`src/rtl/sram_128b_port_ctrl.sv`:
```
// -----------------------------------------------------------------------------
// sram_128b_port_ctrl
//
// Initiator-side controller for a 128-bit single-port, byte-strobed SRAM macro.
// A valid/ready request stream (reads and writes) is turned into SRAM pin
// activity. The SRAM's fixed one-cycle read latency is absorbed by a small
// response FIFO. Reads are only accepted when a FIFO slot is guaranteed, so a
// stalled response sink can never cause read data to be dropped.
//
// Optional feature (compile-time macro SRAM_PORT_RMW_EN):
//   When defined, partial-strobe writes are performed as read-modify-write so
//   that unstrobed bytes keep their old contents (the raw SRAM writes them as
//   zero). A write with no strobes set becomes a no-op. When undefined, writes
//   pass straight through to the SRAM.
//
// Parameters:
//   ADDR_W     SRAM word-address width
//   RSP_DEPTH  response FIFO entries (>= 2; >= 3 sustains one read per cycle)
//
// Ports:
//   clk, rst_n                   clock, asynchronous active-low reset
//   req_valid/req_ready          request handshake
//   req_we                       1 = write, 0 = read
//   req_addr/req_wdata/req_wstrb request word address, data, byte strobes
//   rsp_valid/rsp_ready          read response handshake
//   rsp_rdata                    read response data (stable while stalled)
//   sram_cen/sram_wen            SRAM access enable / write enable (active-high)
//   sram_addr/sram_wdata         SRAM address and write data
//   sram_wstrb                   SRAM byte strobes
//   sram_rdata                   SRAM read data, valid the cycle after address
// -----------------------------------------------------------------------------
module sram_128b_port_ctrl #(
  parameter int ADDR_W    = 15,
  parameter int RSP_DEPTH = 4
) (
  input  logic              clk,
  input  logic              rst_n,
  input  logic              req_valid,
  output logic              req_ready,
  input  logic              req_we,
  input  logic [ADDR_W-1:0] req_addr,
  input  logic [127:0]      req_wdata,
  input  logic [15:0]       req_wstrb,
  output logic              rsp_valid,
  input  logic              rsp_ready,
  output logic [127:0]      rsp_rdata,
  output logic              sram_cen,
  output logic              sram_wen,
  output logic [ADDR_W-1:0] sram_addr,
  output logic [127:0]      sram_wdata,
  output logic [15:0]       sram_wstrb,
  input  logic [127:0]      sram_rdata
);

  localparam int PTR_W = (RSP_DEPTH > 1) ? $clog2(RSP_DEPTH) : 1;
  localparam int CNT_W = $clog2(RSP_DEPTH + 1);
  localparam logic [CNT_W:0]   DEPTH_C  = (CNT_W + 1)'(RSP_DEPTH);
  localparam logic [PTR_W-1:0] LAST_PTR = PTR_W'(RSP_DEPTH - 1);

  logic [127:0]     fifo_mem [RSP_DEPTH];
  logic [PTR_W-1:0] wr_ptr;
  logic [PTR_W-1:0] rd_ptr;
  logic [CNT_W-1:0] fifo_count;
  logic             inflight;
  logic [CNT_W:0]   credit_used;
  logic             credit_ok;
  logic             in_idle;
  logic             req_hs;
  logic             read_hs;
  logic             push;
  logic             pop;

  // A read needs a FIFO slot reserved for its data, counting the one already
  // in flight. The pop happening this cycle is deliberately ignored so that
  // req_ready never depends combinationally on rsp_ready.
  assign credit_used = {1'b0, fifo_count} + {{CNT_W{1'b0}}, inflight};
  assign credit_ok   = credit_used < DEPTH_C;

  // Writes never need credit; they only wait for the controller to be idle.
  assign req_ready = rst_n && in_idle && (req_we || credit_ok);
  assign req_hs    = req_valid && req_ready;
  assign read_hs   = req_hs && !req_we;

  // The SRAM data for a read accepted last cycle is on sram_rdata now.
  assign push      = inflight;
  assign pop       = rsp_valid && rsp_ready;
  assign rsp_valid = (fifo_count != '0);
  assign rsp_rdata = fifo_mem[rd_ptr];

  // Read tracking and FIFO bookkeeping. Pointers wrap explicitly so that
  // non-power-of-two depths work.
  always_ff @(posedge clk or negedge rst_n) begin
    if (!rst_n) begin
      inflight   <= 1'b0;
      wr_ptr     <= '0;
      rd_ptr     <= '0;
      fifo_count <= '0;
    end else begin
      inflight <= read_hs;
      if (push) begin
        wr_ptr <= (wr_ptr == LAST_PTR) ? '0 : wr_ptr + 1'b1;
      end
      if (pop) begin
        rd_ptr <= (rd_ptr == LAST_PTR) ? '0 : rd_ptr + 1'b1;
      end
      case ({push, pop})
        2'b10:   fifo_count <= fifo_count + 1'b1;
        2'b01:   fifo_count <= fifo_count - 1'b1;
        default: fifo_count <= fifo_count;
      endcase
    end
  end

  // FIFO storage needs no reset; the count alone says what is valid.
  always_ff @(posedge clk) begin
    if (push) begin
      fifo_mem[wr_ptr] <= sram_rdata;
    end
  end

`ifdef SRAM_PORT_RMW_EN

  typedef enum logic {
    IDLE   = 1'b0,
    RMW_WR = 1'b1
  } state_t;

  state_t            state;
  logic [ADDR_W-1:0] addr_q;
  logic [127:0]      wdata_q;
  logic [15:0]       wstrb_q;
  logic [127:0]      byte_mask;
  logic [127:0]      merged;
  logic              partial_wr;
  logic              null_wr;

  assign partial_wr = req_we && (req_wstrb != 16'hFFFF) && (req_wstrb != 16'h0000);
  assign null_wr    = req_we && (req_wstrb == 16'h0000);
  assign in_idle    = (state == IDLE);

  // Expand the latched byte strobes into a bit mask for the merge.
  always_comb begin
    byte_mask = '0;
    for (int i = 0; i < 16; i++) begin
      byte_mask[8*i +: 8] = {8{wstrb_q[i]}};
    end
  end

  // New bytes where strobed, old SRAM contents everywhere else.
  assign merged = (wdata_q & byte_mask) | (sram_rdata & ~byte_mask);

  // A partial write spends one cycle reading the old word, then one cycle
  // writing the merged word. Reset drops straight back to IDLE, which
  // removes the pending write from the SRAM pins immediately.
  always_ff @(posedge clk or negedge rst_n) begin
    if (!rst_n) begin
      state   <= IDLE;
      addr_q  <= '0;
      wdata_q <= '0;
      wstrb_q <= '0;
    end else begin
      case (state)
        IDLE: begin
          if (req_hs && partial_wr) begin
            state   <= RMW_WR;
            addr_q  <= req_addr;
            wdata_q <= req_wdata;
            wstrb_q <= req_wstrb;
          end
        end
        RMW_WR:  state <= IDLE;
        default: state <= IDLE;
      endcase
    end
  end

  // SRAM pin drive. In IDLE a partial write shows up as a read of the target
  // word; an all-zero strobe write is accepted but touches nothing.
  always_comb begin
    sram_cen   = 1'b0;
    sram_wen   = 1'b0;
    sram_addr  = req_addr;
    sram_wdata = req_wdata;
    sram_wstrb = req_wstrb;
    if (state == RMW_WR) begin
      sram_cen   = 1'b1;
      sram_wen   = 1'b1;
      sram_addr  = addr_q;
      sram_wdata = merged;
      sram_wstrb = 16'hFFFF;
    end else if (req_hs && !null_wr) begin
      sram_cen = 1'b1;
      sram_wen = req_we && !partial_wr;
    end
  end

`else

  // Every request completes in its handshake cycle, so the controller is
  // always idle.
  assign in_idle = 1'b1;

  // Requests pass straight through to the SRAM on the handshake cycle.
  always_comb begin
    sram_cen   = req_hs;
    sram_wen   = req_hs && req_we;
    sram_addr  = req_addr;
    sram_wdata = req_wdata;
    sram_wstrb = req_wstrb;
  end

`endif

endmodule
```
`config.mk`:
```
export PLATFORM = sky130hd
export DESIGN_NAME = sram_128b_port_ctrl
export DESIGN_NICKNAME = d
export VERILOG_FILES = /design/src/rtl/sram_128b_port_ctrl.sv
export SDC_FILE = /design/constraint.sdc
export NUM_CORES = 1
export LEC_CHECK = 0
export BUFFER_PORTS_ARGS = -buffer_cell sky130_fd_sc_hd__buf_2
export CAP_MARGIN = 25
export CORE_MARGIN = 4
export CORE_UTILIZATION = 30
export DETAILED_ROUTE_END_ITERATION = 8
export PLACE_DENSITY_LB_ADDON = 0.2
export SYNTH_ARGS = -nofsm -noshare
export SYNTH_HDL_FRONTEND = slang
export SYNTH_SLANG_ARGS = --single-unit
```
`constraint.sdc`:
```
create_clock -name clk -period 6.72 [get_ports clk]
set_input_delay 1.344 -clock clk [delete_from_list [all_inputs] [get_ports clk]]
set_output_delay 1.344 -clock clk [all_outputs]
set_load 0.05 [all_outputs]
```
==> key figures <==
Synthesis
  • Post-Syn Nets: 1175
  • Fraction of the mapped netlist area in adder cells: 0.472%
  • Compound-gate portion of the synthesized area: 0.106%
  • Mux contribution to synthesized area: 14.4%
  • XOR/XNOR Fraction of Synth Area: 0.130%
  • Yosys cell types: 22
  • Largest family of logic cells by synthesized area: multiplexers
  • Synth Cell Area: about 0.02 mm^2
  • Avg Synthesized Cell Area: 23.0 um^2
  • Synthesized instance count: 876
  • Warnings, synthesis: 0
  • Post-synthesis simple-gate area fraction: 0.435%
  • Flops & latches, synth: 520
  • Register area share after synthesis: 77.3%

Clock network
  • Max Root-Sink Buffers: 3
  • Hold buffer count at cts: 0
  • CTS tree: built
  • Clk slew on worst S/H paths: 0.06 ns
  • Clk_lat worst skew: 0.61 ns
  • Root buf cell: clkbuf_16
  • Postcts setup bufs: 0
  • Clock sink count: 520
  • H-tree levels: 2
  • CTS Buf Count: 55
  • Post_cts resized: 0

Die
  • Die Y: 267 um
  • Die X-Extent: around 270 um
  • Core Region: 0.0662 mm^2
  • Row cnt: 94
  • Top Ports: a little under 600
  • DIE AREA: 0.0714 mm^2
  • Initial cell density of the core: 30.4%

Global routing
  • First-pass GRT wire length: 66000 um
  • Vias in the first global route: 9479
  • Grt ovf: 0
  • Antenna violations before repair: 11
  • Global Route Usage Sum: 12.5%
  • Largest net degree at the start of global routing: ~130

Worst setup path
  • Worst Setup Start Kind: flop
  • Required @ worst endpoint: 5.38 ns
  • Critical path type: flop to primary output
  • Worst reg2reg path depth: 4
  • Levels on crit path: 3
  • CP top delay family: flip-flops
  • Slowest cell on the critical path: dfrtp_4
  • Critical Path AT: approximately 2.9 ns
  • CP peak stage delay: roughly 1.1 ns
  • Setup crit end kind: primary output
  • Worst path cell trace: buf_12, mux4_2, buf_2
  • Worst Path Buf+Inv: 2
  • Worst Path Max Fanout: around 70

STA
  • Final WS setup: approximately 2.5 ns
  • Final number of hold-violating endpoints: 0
  • Fin Setup TNS: 0 ns
  • Final worst-path cycle share: 62.5%
  • RSZ-0062 raised after global routing: no
  • Slew headroom: 33.8%
  • Max-slew violations: 0
  • F_max: ~240 MHz
  • Final setup vio count: 0
  • Skew final: 0.0198 ns
  • Tightest Pin Transition: 0.992 ns
  • Minimum clock period: 4.20 ns

Pwr
  • Pleak: 7.59 nW
  • Power density cells: 439 mW/mm^2
  • Peak VDD IR: 0.267 mV

Cells and area
  • Syn-to-layout area delta: 14.1%
  • Filler instances: 6239
  • Layout cells sized above 1: 45.7%
  • Non-filler cells, final: 1928
  • Most frequent cells in the layout: 512 x edfxtp_1, 264 x buf_2, 128 x mux4_2
  • Most common cell after layout, fill and taps aside: edfxtp_1
  • Fin nets: ~1300

Run status
  • Status: completed

Drt
  • DR pass1 iterations: 6
  • Routed len/inst: 23.8 um
  • Final ANT Viol Nets: 0
  • Vias/cell: 4.54
  • DRT iter0 DRCs: 590
  • DR DRC count: 0
  • Via count: approximately 8700
  • Routed WL: 45900 um

Place
  • Pre-CTS setup slack: 3.05 ns
  • Hpwl dp: 28600 um
  • PortBufs: 264
  • Routability cong.: slightly below 0.7
  • Placed Instances: 1826

Hold path
  • Hold Path Stages: 1
  • Worst Hold Class: flop to flop

Flow run
  • Maxcap violations: 0
[routing by layer]
| metal | share of wire (%) | GRT usage, % | up-vias | wire, um |
|---|---|---|---|---|
| li1 | - | - | 3717 | - |
| met1 | 38 | 14.6 | 4488 | 17300 |
| met2 | 47 | 19.7 | 385 | 21500 |
| met3 | 11 | 6.08 | 147 | 5120 |
| met4 | 4.0 | 5.13 | 10 | 1820 |
| met5 | 0.23 | 0.541 | - | 105 |
[cells in the mapped netlist (all sizes together)]
master / instances / area [um^2]
edfxtp: 512 / 15400
buf: 186 / 1400
mux4: 128 / 2880
dfrtp: 8 / 200
inv: 7 / 26.3
ha: 6 / 75.1
and2: 4 / 25.0
nand2: 4 / 15.0
nor2: 4 / 15.0
o21ai: 3 / 15.0
clkbuf: 2 / 7.51
mux2: 2 / 22.5
or3: 2 / 12.5
xor2: 2 / 17.5
a31oi: 1 / 6.26
and3: 1 / 6.26
fa: 1 / 20.0
nor2b: 1 / 6.26
nor3b: 1 / 7.51
xnor2: 1 / 8.76
[per-stage QoR]
stage / power [mW] / hold slack (ns) / utilization [%] / cell area (um^2)
global placement: 7.39 / 0.478 / 32.1 / 21300
floorplan: 6.91 / 0.457 / - / 20100
finish: 10.1 / 0.489 / 34.7 / 23000
detailed placement: 7.40 / 0.480 / 32.1 / 21300
CTS: 10.3 / 0.489 / 34.7 / 23000
global route: 10.6 / 0.509 / 34.7 / 23000
[logic make-up after synthesis]
group                      after synthesis
and+or+nand+nor                         17
AOI/OAI and AO/OA                        4
muxes                                  130
adders and majority gates                7
xor gates and xnor gates                 3
buffers and inverters                  195
DFF                                    520
[sequential cells by signal, indices dropped and copies added (netlist names)]
signal and count:
fifo_count 3, fifo_mem 512, inflight 1, rd_ptr 2, wr_ptr 2
[final timing paths]
kind                          startpoint         endpoint  slack [ns]
max reg2reg                    wr_ptr[1]  fifo_mem[1][52]        4.42
max                            rd_ptr[1]    rsp_rdata[50]        2.52
min in group asynchronous          rst_n         inflight        0.63
min reg2reg                fifo_count[2]    fifo_count[2]        0.49
max in group asynchronous          rst_n        rd_ptr[1]        5.85
min                        fifo_count[2]    fifo_count[2]        0.49
[final cells by class]
class,instances,area (um^2),area share [%]
sequential,520,15600,67.8
multi-input combinational,161,3150,13.7
timing repair buffer,274,1430,6.24
clock buffer,65,1410,6.15
tap,864,1080,4.70
clock inverter,31,289,1.26
inverter,7,26.3,0.114
antenna,6,15.0,0.0653
[report_power, final]
part	leakage [nW]	total, mW	internal, mW	switching [mW]
registers	4.71	3.83	3.71	0.122
clock network	0.828	2.86	1.65	1.21
logic	2.06	3.41	1.04	2.37
total	7.59	10.1	6.40	3.70
Note: power is estimated with default switching activity, not from simulation.
